### src/rtl/fifo_arb_pkg.sv
// Shared types, default widths and the id-width helper for the FIFO write arbiter.
package fifo_arb_pkg;

   // Arbiter control state: waiting for a request, or holding a grant for a packet.
   typedef enum logic [0:0] {
      IDLE = 1'b0,
      BUSY = 1'b1
   } arb_state_t;

   localparam int DEF_SRC_W  = 8;
   localparam int DEF_DST_W  = 8;
   localparam int DEF_DATA_W = 32;

   // Number of bits needed to index n items (bounded loop so it elaborates as a constant).
   function automatic int clog2(input int n);
      int w;
      w = 0;
      for (int i = 0; i < 31; i++) begin
         if ((32'sd1 <<< i) < n) begin
            w = i + 1;
         end else begin
            w = w;
         end
      end
      return w;
   endfunction

endpackage

### src/rtl/fifo_wr_arbiter_if.sv
// Requester-side handshake bus and FIFO write port of the shared-FIFO write arbiter.
// The slave modport is the arbiter's view; the master modport is the requesters/FIFO side.
interface fifo_wr_arbiter_if
   import fifo_arb_pkg::*;
#(
   parameter int NREQ   = 4,
   parameter int SRC_W  = DEF_SRC_W,
   parameter int DST_W  = DEF_DST_W,
   parameter int DATA_W = DEF_DATA_W
);
   localparam int ID_W = clog2(NREQ);

   logic [NREQ-1:0]        req_valid;
   logic [NREQ-1:0]        req_last;
   logic [NREQ*SRC_W-1:0]  req_src;
   logic [NREQ*DST_W-1:0]  req_dst;
   logic [NREQ*DATA_W-1:0] req_data;
   logic [NREQ-1:0]        req_ready;
   logic                   fifo_fullp;
   logic                   fifo_writep;
   logic [SRC_W-1:0]       fifo_src;
   logic [DST_W-1:0]       fifo_dst;
   logic [DATA_W-1:0]      fifo_data;
   logic                   grant_vld;
   logic [ID_W-1:0]        grant_id;
   logic                   err_timeout;

   modport slave (
      input  req_valid, req_last, req_src, req_dst, req_data, fifo_fullp,
      output req_ready, fifo_writep, fifo_src, fifo_dst, fifo_data,
             grant_vld, grant_id, err_timeout
   );

   modport master (
      output req_valid, req_last, req_src, req_dst, req_data, fifo_fullp,
      input  req_ready, fifo_writep, fifo_src, fifo_dst, fifo_data,
             grant_vld, grant_id, err_timeout
   );

endinterface

### src/rtl/fifo_wr_arbiter_rr_pick.sv
// Rotating-priority encoder: first set request bit at or above 'start', wrapping modulo NREQ.
module rr_pick #(
   parameter int NREQ = 4,
   parameter int ID_W = 2
) (
   input  logic [NREQ-1:0] req,
   input  logic [ID_W-1:0] start,
   output logic            any,
   output logic [ID_W-1:0] idx
);
   // One extra bit so start+offset never overflows before the modulo fold.
   localparam int            PW     = ID_W + 1;
   localparam logic [PW-1:0] NREQ_P = PW'(NREQ);

   logic [PW-1:0] pos_s;

   // Scan offsets from farthest to nearest so the nearest set bit is the one that sticks.
   always_comb begin
      any   = 1'b0;
      idx   = {ID_W{1'b0}};
      pos_s = {PW{1'b0}};
      for (int k = NREQ - 1; k >= 0; k--) begin
         pos_s = {1'b0, start} + PW'(k);
         if (pos_s >= NREQ_P) begin
            pos_s = pos_s - NREQ_P;
         end else begin
            pos_s = pos_s;
         end
         if (req[pos_s[ID_W-1:0]]) begin
            any = 1'b1;
            idx = pos_s[ID_W-1:0];
         end else begin
            any = any;
         end
      end
   end

endmodule

### src/rtl/fifo_wr_arbiter.sv
// Round-robin write arbiter sharing one packet FIFO among NREQ requesters.
// A grant is held for a whole packet (up to the 'last' beat); a watchdog
// reclaims the grant when the owner goes quiet for TIMEOUT cycles mid-packet.
module fifo_wr_arbiter
   import fifo_arb_pkg::*;
#(
   parameter int NREQ    = 4,
   parameter int SRC_W   = DEF_SRC_W,
   parameter int DST_W   = DEF_DST_W,
   parameter int DATA_W  = DEF_DATA_W,
   parameter int TIMEOUT = 16
) (
   input  logic             clk,
   input  logic             rstp,
   fifo_wr_arbiter_if.slave bus
);
   localparam int              ID_W     = clog2(NREQ);
   localparam logic [7:0]      TMO_LAST = 8'(TIMEOUT - 1);
   localparam logic [ID_W-1:0] LAST_ID  = ID_W'(NREQ - 1);
   localparam logic [ID_W-1:0] ONE_ID   = ID_W'(1);

   arb_state_t      state_r, state_s;
   logic [ID_W-1:0] rr_ptr_r, rr_ptr_s;
   logic [ID_W-1:0] grant_id_r, grant_id_s;
   logic [7:0]      idle_cnt_r, idle_cnt_s;

   logic            pick_any_s;
   logic [ID_W-1:0] pick_idx_s;
   logic            own_valid_s;
   logic            own_last_s;
   logic            accept_s;
   logic [ID_W-1:0] next_ptr_s;

   logic [NREQ-1:0]   ready_s;
   logic              writep_s;
   logic              err_s;
   logic [SRC_W-1:0]  src_s;
   logic [DST_W-1:0]  dst_s;
   logic [DATA_W-1:0] data_s;

   rr_pick #(
      .NREQ (NREQ),
      .ID_W (ID_W)
   ) u_rr_pick (
      .req   (bus.req_valid),
      .start (rr_ptr_r),
      .any   (pick_any_s),
      .idx   (pick_idx_s)
   );

   // Owner's handshake bits and the pointer that follows it once its grant ends.
   assign own_valid_s = bus.req_valid[grant_id_r];
   assign own_last_s  = bus.req_last[grant_id_r];
   assign accept_s    = (state_r == BUSY) && own_valid_s && !bus.fifo_fullp;
   assign next_ptr_s  = (grant_id_r == LAST_ID) ? {ID_W{1'b0}} : (grant_id_r + ONE_ID);

   // Control registers: FSM state, round-robin pointer, granted id and watchdog count.
   always_ff @(posedge clk or posedge rstp) begin
      if (rstp) begin
         state_r    <= IDLE;
         rr_ptr_r   <= {ID_W{1'b0}};
         grant_id_r <= {ID_W{1'b0}};
         idle_cnt_r <= 8'd0;
      end else begin
         state_r    <= state_s;
         rr_ptr_r   <= rr_ptr_s;
         grant_id_r <= grant_id_s;
         idle_cnt_r <= idle_cnt_s;
      end
   end

   // Next-state logic plus the combinational ready/write/timeout strobes.
   always_comb begin
      state_s    = state_r;
      rr_ptr_s   = rr_ptr_r;
      grant_id_s = grant_id_r;
      idle_cnt_s = idle_cnt_r;
      ready_s    = {NREQ{1'b0}};
      writep_s   = 1'b0;
      err_s      = 1'b0;
      case (state_r)
         IDLE: begin
            if (pick_any_s) begin
               grant_id_s = pick_idx_s;
               idle_cnt_s = 8'd0;
               state_s    = BUSY;
            end else begin
               state_s    = IDLE;
            end
         end
         BUSY: begin
            ready_s[grant_id_r] = !bus.fifo_fullp;
            writep_s            = accept_s;
            if (accept_s) begin
               if (own_last_s) begin
                  state_s  = IDLE;
                  rr_ptr_s = next_ptr_s;
               end else begin
                  idle_cnt_s = 8'd0;
               end
            end else if (!own_valid_s) begin
               // Only a silent owner ages the watchdog; a full-FIFO stall does not.
               if (idle_cnt_r == TMO_LAST) begin
                  err_s    = 1'b1;
                  state_s  = IDLE;
                  rr_ptr_s = next_ptr_s;
               end else begin
                  idle_cnt_s = idle_cnt_r + 8'd1;
               end
            end else begin
               idle_cnt_s = idle_cnt_r;
            end
         end
         default: begin
            state_s = IDLE;
         end
      endcase
   end

   // Field mux toward the FIFO: follows the owner while busy, forced to zero when idle.
   always_comb begin
      src_s  = {SRC_W{1'b0}};
      dst_s  = {DST_W{1'b0}};
      data_s = {DATA_W{1'b0}};
      if (state_r == BUSY) begin
         for (int i = 0; i < NREQ; i++) begin
            if (grant_id_r == ID_W'(i)) begin
               src_s  = bus.req_src[i*SRC_W +: SRC_W];
               dst_s  = bus.req_dst[i*DST_W +: DST_W];
               data_s = bus.req_data[i*DATA_W +: DATA_W];
            end else begin
               src_s  = src_s;
            end
         end
      end else begin
         src_s  = {SRC_W{1'b0}};
      end
   end

   assign bus.req_ready   = ready_s;
   assign bus.fifo_writep = writep_s;
   assign bus.fifo_src    = src_s;
   assign bus.fifo_dst    = dst_s;
   assign bus.fifo_data   = data_s;
   assign bus.grant_vld   = (state_r == BUSY);
   assign bus.grant_id    = grant_id_r;
   assign bus.err_timeout = err_s;

endmodule

### src/flat_wrapper.sv
// flat-port wrapper written by rule: the top's interface ports become plain ports
module fifo_wr_arbiter_flat import fifo_arb_pkg::*;
#(
   parameter int NREQ    = 4,
   parameter int SRC_W   = DEF_SRC_W,
   parameter int DST_W   = DEF_DST_W,
   parameter int DATA_W  = DEF_DATA_W,
   parameter int TIMEOUT = 16
)
  (clk, rstp, bus_req_valid, bus_req_last, bus_req_src, bus_req_dst, bus_req_data, bus_fifo_fullp, bus_req_ready, bus_fifo_writep, bus_fifo_src, bus_fifo_dst, bus_fifo_data, bus_grant_vld, bus_grant_id, bus_err_timeout);
  fifo_wr_arbiter_if #(.NREQ(NREQ), .SRC_W(SRC_W), .DST_W(DST_W), .DATA_W(DATA_W)) bus_i ();
  input  logic clk;
  input  logic rstp;
  input wire logic [$bits(bus_i.req_valid)-1:0] bus_req_valid;
  input wire logic [$bits(bus_i.req_last)-1:0] bus_req_last;
  input wire logic [$bits(bus_i.req_src)-1:0] bus_req_src;
  input wire logic [$bits(bus_i.req_dst)-1:0] bus_req_dst;
  input wire logic [$bits(bus_i.req_data)-1:0] bus_req_data;
  input wire logic [$bits(bus_i.fifo_fullp)-1:0] bus_fifo_fullp;
  output wire logic [$bits(bus_i.req_ready)-1:0] bus_req_ready;
  output wire logic [$bits(bus_i.fifo_writep)-1:0] bus_fifo_writep;
  output wire logic [$bits(bus_i.fifo_src)-1:0] bus_fifo_src;
  output wire logic [$bits(bus_i.fifo_dst)-1:0] bus_fifo_dst;
  output wire logic [$bits(bus_i.fifo_data)-1:0] bus_fifo_data;
  output wire logic [$bits(bus_i.grant_vld)-1:0] bus_grant_vld;
  output wire logic [$bits(bus_i.grant_id)-1:0] bus_grant_id;
  output wire logic [$bits(bus_i.err_timeout)-1:0] bus_err_timeout;
  assign bus_i.req_valid = bus_req_valid;
  assign bus_i.req_last = bus_req_last;
  assign bus_i.req_src = bus_req_src;
  assign bus_i.req_dst = bus_req_dst;
  assign bus_i.req_data = bus_req_data;
  assign bus_i.fifo_fullp = bus_fifo_fullp;
  assign bus_req_ready = bus_i.req_ready;
  assign bus_fifo_writep = bus_i.fifo_writep;
  assign bus_fifo_src = bus_i.fifo_src;
  assign bus_fifo_dst = bus_i.fifo_dst;
  assign bus_fifo_data = bus_i.fifo_data;
  assign bus_grant_vld = bus_i.grant_vld;
  assign bus_grant_id = bus_i.grant_id;
  assign bus_err_timeout = bus_i.err_timeout;
  fifo_wr_arbiter #(.NREQ(NREQ), .SRC_W(SRC_W), .DST_W(DST_W), .DATA_W(DATA_W), .TIMEOUT(TIMEOUT)) u_core (.clk(clk), .rstp(rstp), .bus(bus_i));
endmodule
### config.mk
export PLATFORM = sky130hd
export DESIGN_NAME = fifo_wr_arbiter_flat
export DESIGN_NICKNAME = d
export VERILOG_FILES = /design/src/rtl/fifo_arb_pkg.sv /design/src/rtl/fifo_wr_arbiter_if.sv /design/src/rtl/fifo_wr_arbiter_rr_pick.sv /design/src/rtl/fifo_wr_arbiter.sv /design/src/flat_wrapper.sv
export SDC_FILE = /design/constraint.sdc
export NUM_CORES = 1
export LEC_CHECK = 0
export ABC_CLOCK_PERIOD_IN_PS = 5000
export CAP_MARGIN = 20
export CORE_AREA = 2 2 101 103
export DETAILED_ROUTE_END_ITERATION = 8
export DIE_AREA = 0 0 103 105
export PLACE_DENSITY = 0.75
export SYNTH_ARGS = -nofsm -noshare
export SYNTH_HDL_FRONTEND = slang
export SYNTH_SLANG_ARGS = --single-unit
### constraint.sdc
create_clock -name clk -period 5 [get_ports clk]
set_input_delay 0.5 -clock clk [delete_from_list [all_inputs] [get_ports clk]]
set_output_delay 0.5 -clock clk [all_outputs]
set_load 0.1 [all_outputs]
==> metrics <==
outcome finished clean; FMAX 0.2425 GHz; Syn Nets 584; Max Cap Viol 0; Resized Gates After CTS 0; hold_buf cts 0; largest area contributor in the netlist a211o_1; Hold Fails Final Rpt 0; CTS root buffer clkbuf_8; final period utilization 82.46%; Core ar. 9639 um2; commonest cells in the netlist inv_1, a211o_1, nand2_1; ANT cells 0; largest net degree at the start of global routing 98; Post-synth EDFFs 0; clock sink total 13; min Tclk post-route 4.123 ns; WL/cell 17.75 um; Routed Antenna Nets 0; fraction of registers with async set or reset after synthesis 100.0%; starting DRC count in detailed routing 147; Mapped Avg Cell Area 7.041 um2; Vias 3,815; first-pass GRT wire length 18.60 mm; port bufs 259; final wirelength 13.03 mm; Hold/Removal Path Class flop to flop; top cells by area, synth a211o_1, a221oi_1, a21boi_0; row cnt 36; CP arrival 3.62 ns; post-synthesis sequential area ratio 12.29%; Post-CTS Setup Bufs 0; # IOs 260; Gate Count Post-Synth 376; vias per cell 5.198; unrepaired setup endpoints after global routing no; setup TNS 0 ns; latest clock arrival within the worst-skew pair 0.25 ns; dominant synthesized flop cell dfrtp_1; cts bufs inserted 3; drt pass-1 iters 4; crit path max fanout 51; Worst EP required 4.50 ns; min-delay src u_core.idle_cnt_r[7]; Syn-to-layout area delta 97.87%; Slew Viols, Final 0; Setup CP Type flop to output port; layout cell share with drive strength beyond 1 11.98%; htree depth 1; Worst R2R Start u_core.bus.grant_id[0]; Fillers 937; GRT Total Usage 21.58%; total gr overflow 0; Initial Util 27.47%; Die Y 105 um; CP endpoint kind output port; CTS Buffer Depth 2; worst slew pin tran 1.037 ns; initial antenna violation count 0; RD Place Congestion 0.9030; CTS tree done; Final setup viols 0; crit path launch type flop; Die X 103 um; DIE AREA 10,820 um2; distinct cell type count after synthesis 40; Worst-path clk slew 0.06 ns; Yosys reg bits 13; # nets final 810; Post-route DRC 0; Yosys warning count 0; vias in the first global route 3,680; Yosys top cell area share 16.54%; relative slew slack 30.88%; top-count cell post-synth inv_1; crit path from u_core.bus.grant_id[1]; Clock Skews 0.002361 ns; Mapped Area 2648 um2; HPWL after DPL 10.08 mm
cells by family (layout without fill, tap and decap cells):
family                     after synthesis  count (layout)  synth area share, %
AOI/OAI and AO/OA                      169             169                53.40
DFF                                     13              13                12.29
and+or+nand+nor                         88              88                15.45
muxes                                    4               4                2.552
adders and majority gates                5               5                2.363
buffers and inverters                   97             322                13.94
stage by stage:
step,std cells,area [um2],util [%],setup slack (ns),hold WS (ns)
floorplan,376,2654,-,0.006685,0.3770
global placement,730,5194,53.88,1.213,0.4784
detailed placement,730,5194,53.88,1.182,0.4900
CTS,734,5239,54.35,0.8845,0.5114
global route,734,5239,54.35,0.7228,0.5340
finish,734,5239,54.35,0.8769,0.5284
layout make-up:
| cell class | count | area [um2] | area share (%) |
|---|---|---|---|
| flip-flops and latches | 13 | 325.3 | 6.210 |
| clock buffers | 4 | 45.04 | 0.8598 |
| well taps | 133 | 166.4 | 3.177 |
| multi-input cells | 266 | 1994 | 38.07 |
| inverters | 56 | 210.2 | 4.012 |
| repair buffers | 262 | 2497 | 47.67 |
routing by layer:
metal  up-vias  share of wire (%)  track usage (%)
li1       1854                  -                -
met1      1787                 42            26.70
met2       157                 49            39.15
met3        17                7.3            3.010
met4         0                1.5            4.229
met5         -                  0                0
state kept, by name (all words and copies together) (netlist names):
name	flops
u_core.idle_cnt_r	8
u_core.bus.grant_id	2
u_core.rr_ptr_r	2
u_core.bus.grant_vld	1
worst paths after layout:
check / depth (start not counted) / slack (ns) / endpoint
worst max-delay path: 6 / 0.88 / bus_fifo_dst[6]
worst min-delay path: 1 / 0.53 / u_core.idle_cnt_r[7]
worst max register to register: 4 / 2.77 / u_core.idle_cnt_r[1]
worst min register to register: 1 / 0.53 / u_core.idle_cnt_r[7]
max in group asynchronous: 2 / 4.05 / u_core.idle_cnt_r[4]
min in group asynchronous: 2 / 0.59 / u_core.rr_ptr_r[0]
critical path, stage by stage, from the launching register on:
cell and delay, ns:
dfrtp_1 0.49, inv_1 0.17, ha_2 0.87, a211oi_1 0.19
a211o_1 0.32, a21boi_1 0.14, clkdlybuf4s50_1 1.15
cells in the final DEF, fill, tap and decap left out, types with 5 or more instances in the layout:
| cell type | instances |
|---|---|
| dfrtp_1 | 13 |
| a21boi_0 | 17 |
| inv_1 | 56 |
| a221oi_1 | 47 |
| a211o_2 | 6 |
| clkdlybuf4s50_1 | 212 |
| a211o_1 | 50 |
| and2_1 | 5 |
| nor2_1 | 7 |
| a21boi_1 | 32 |
| buf_4 | 50 |
| nand2_1 | 50 |
Power is not shown: default switching activity piles up to over one toggle a cycle in this logic, so the estimate is an artifact.
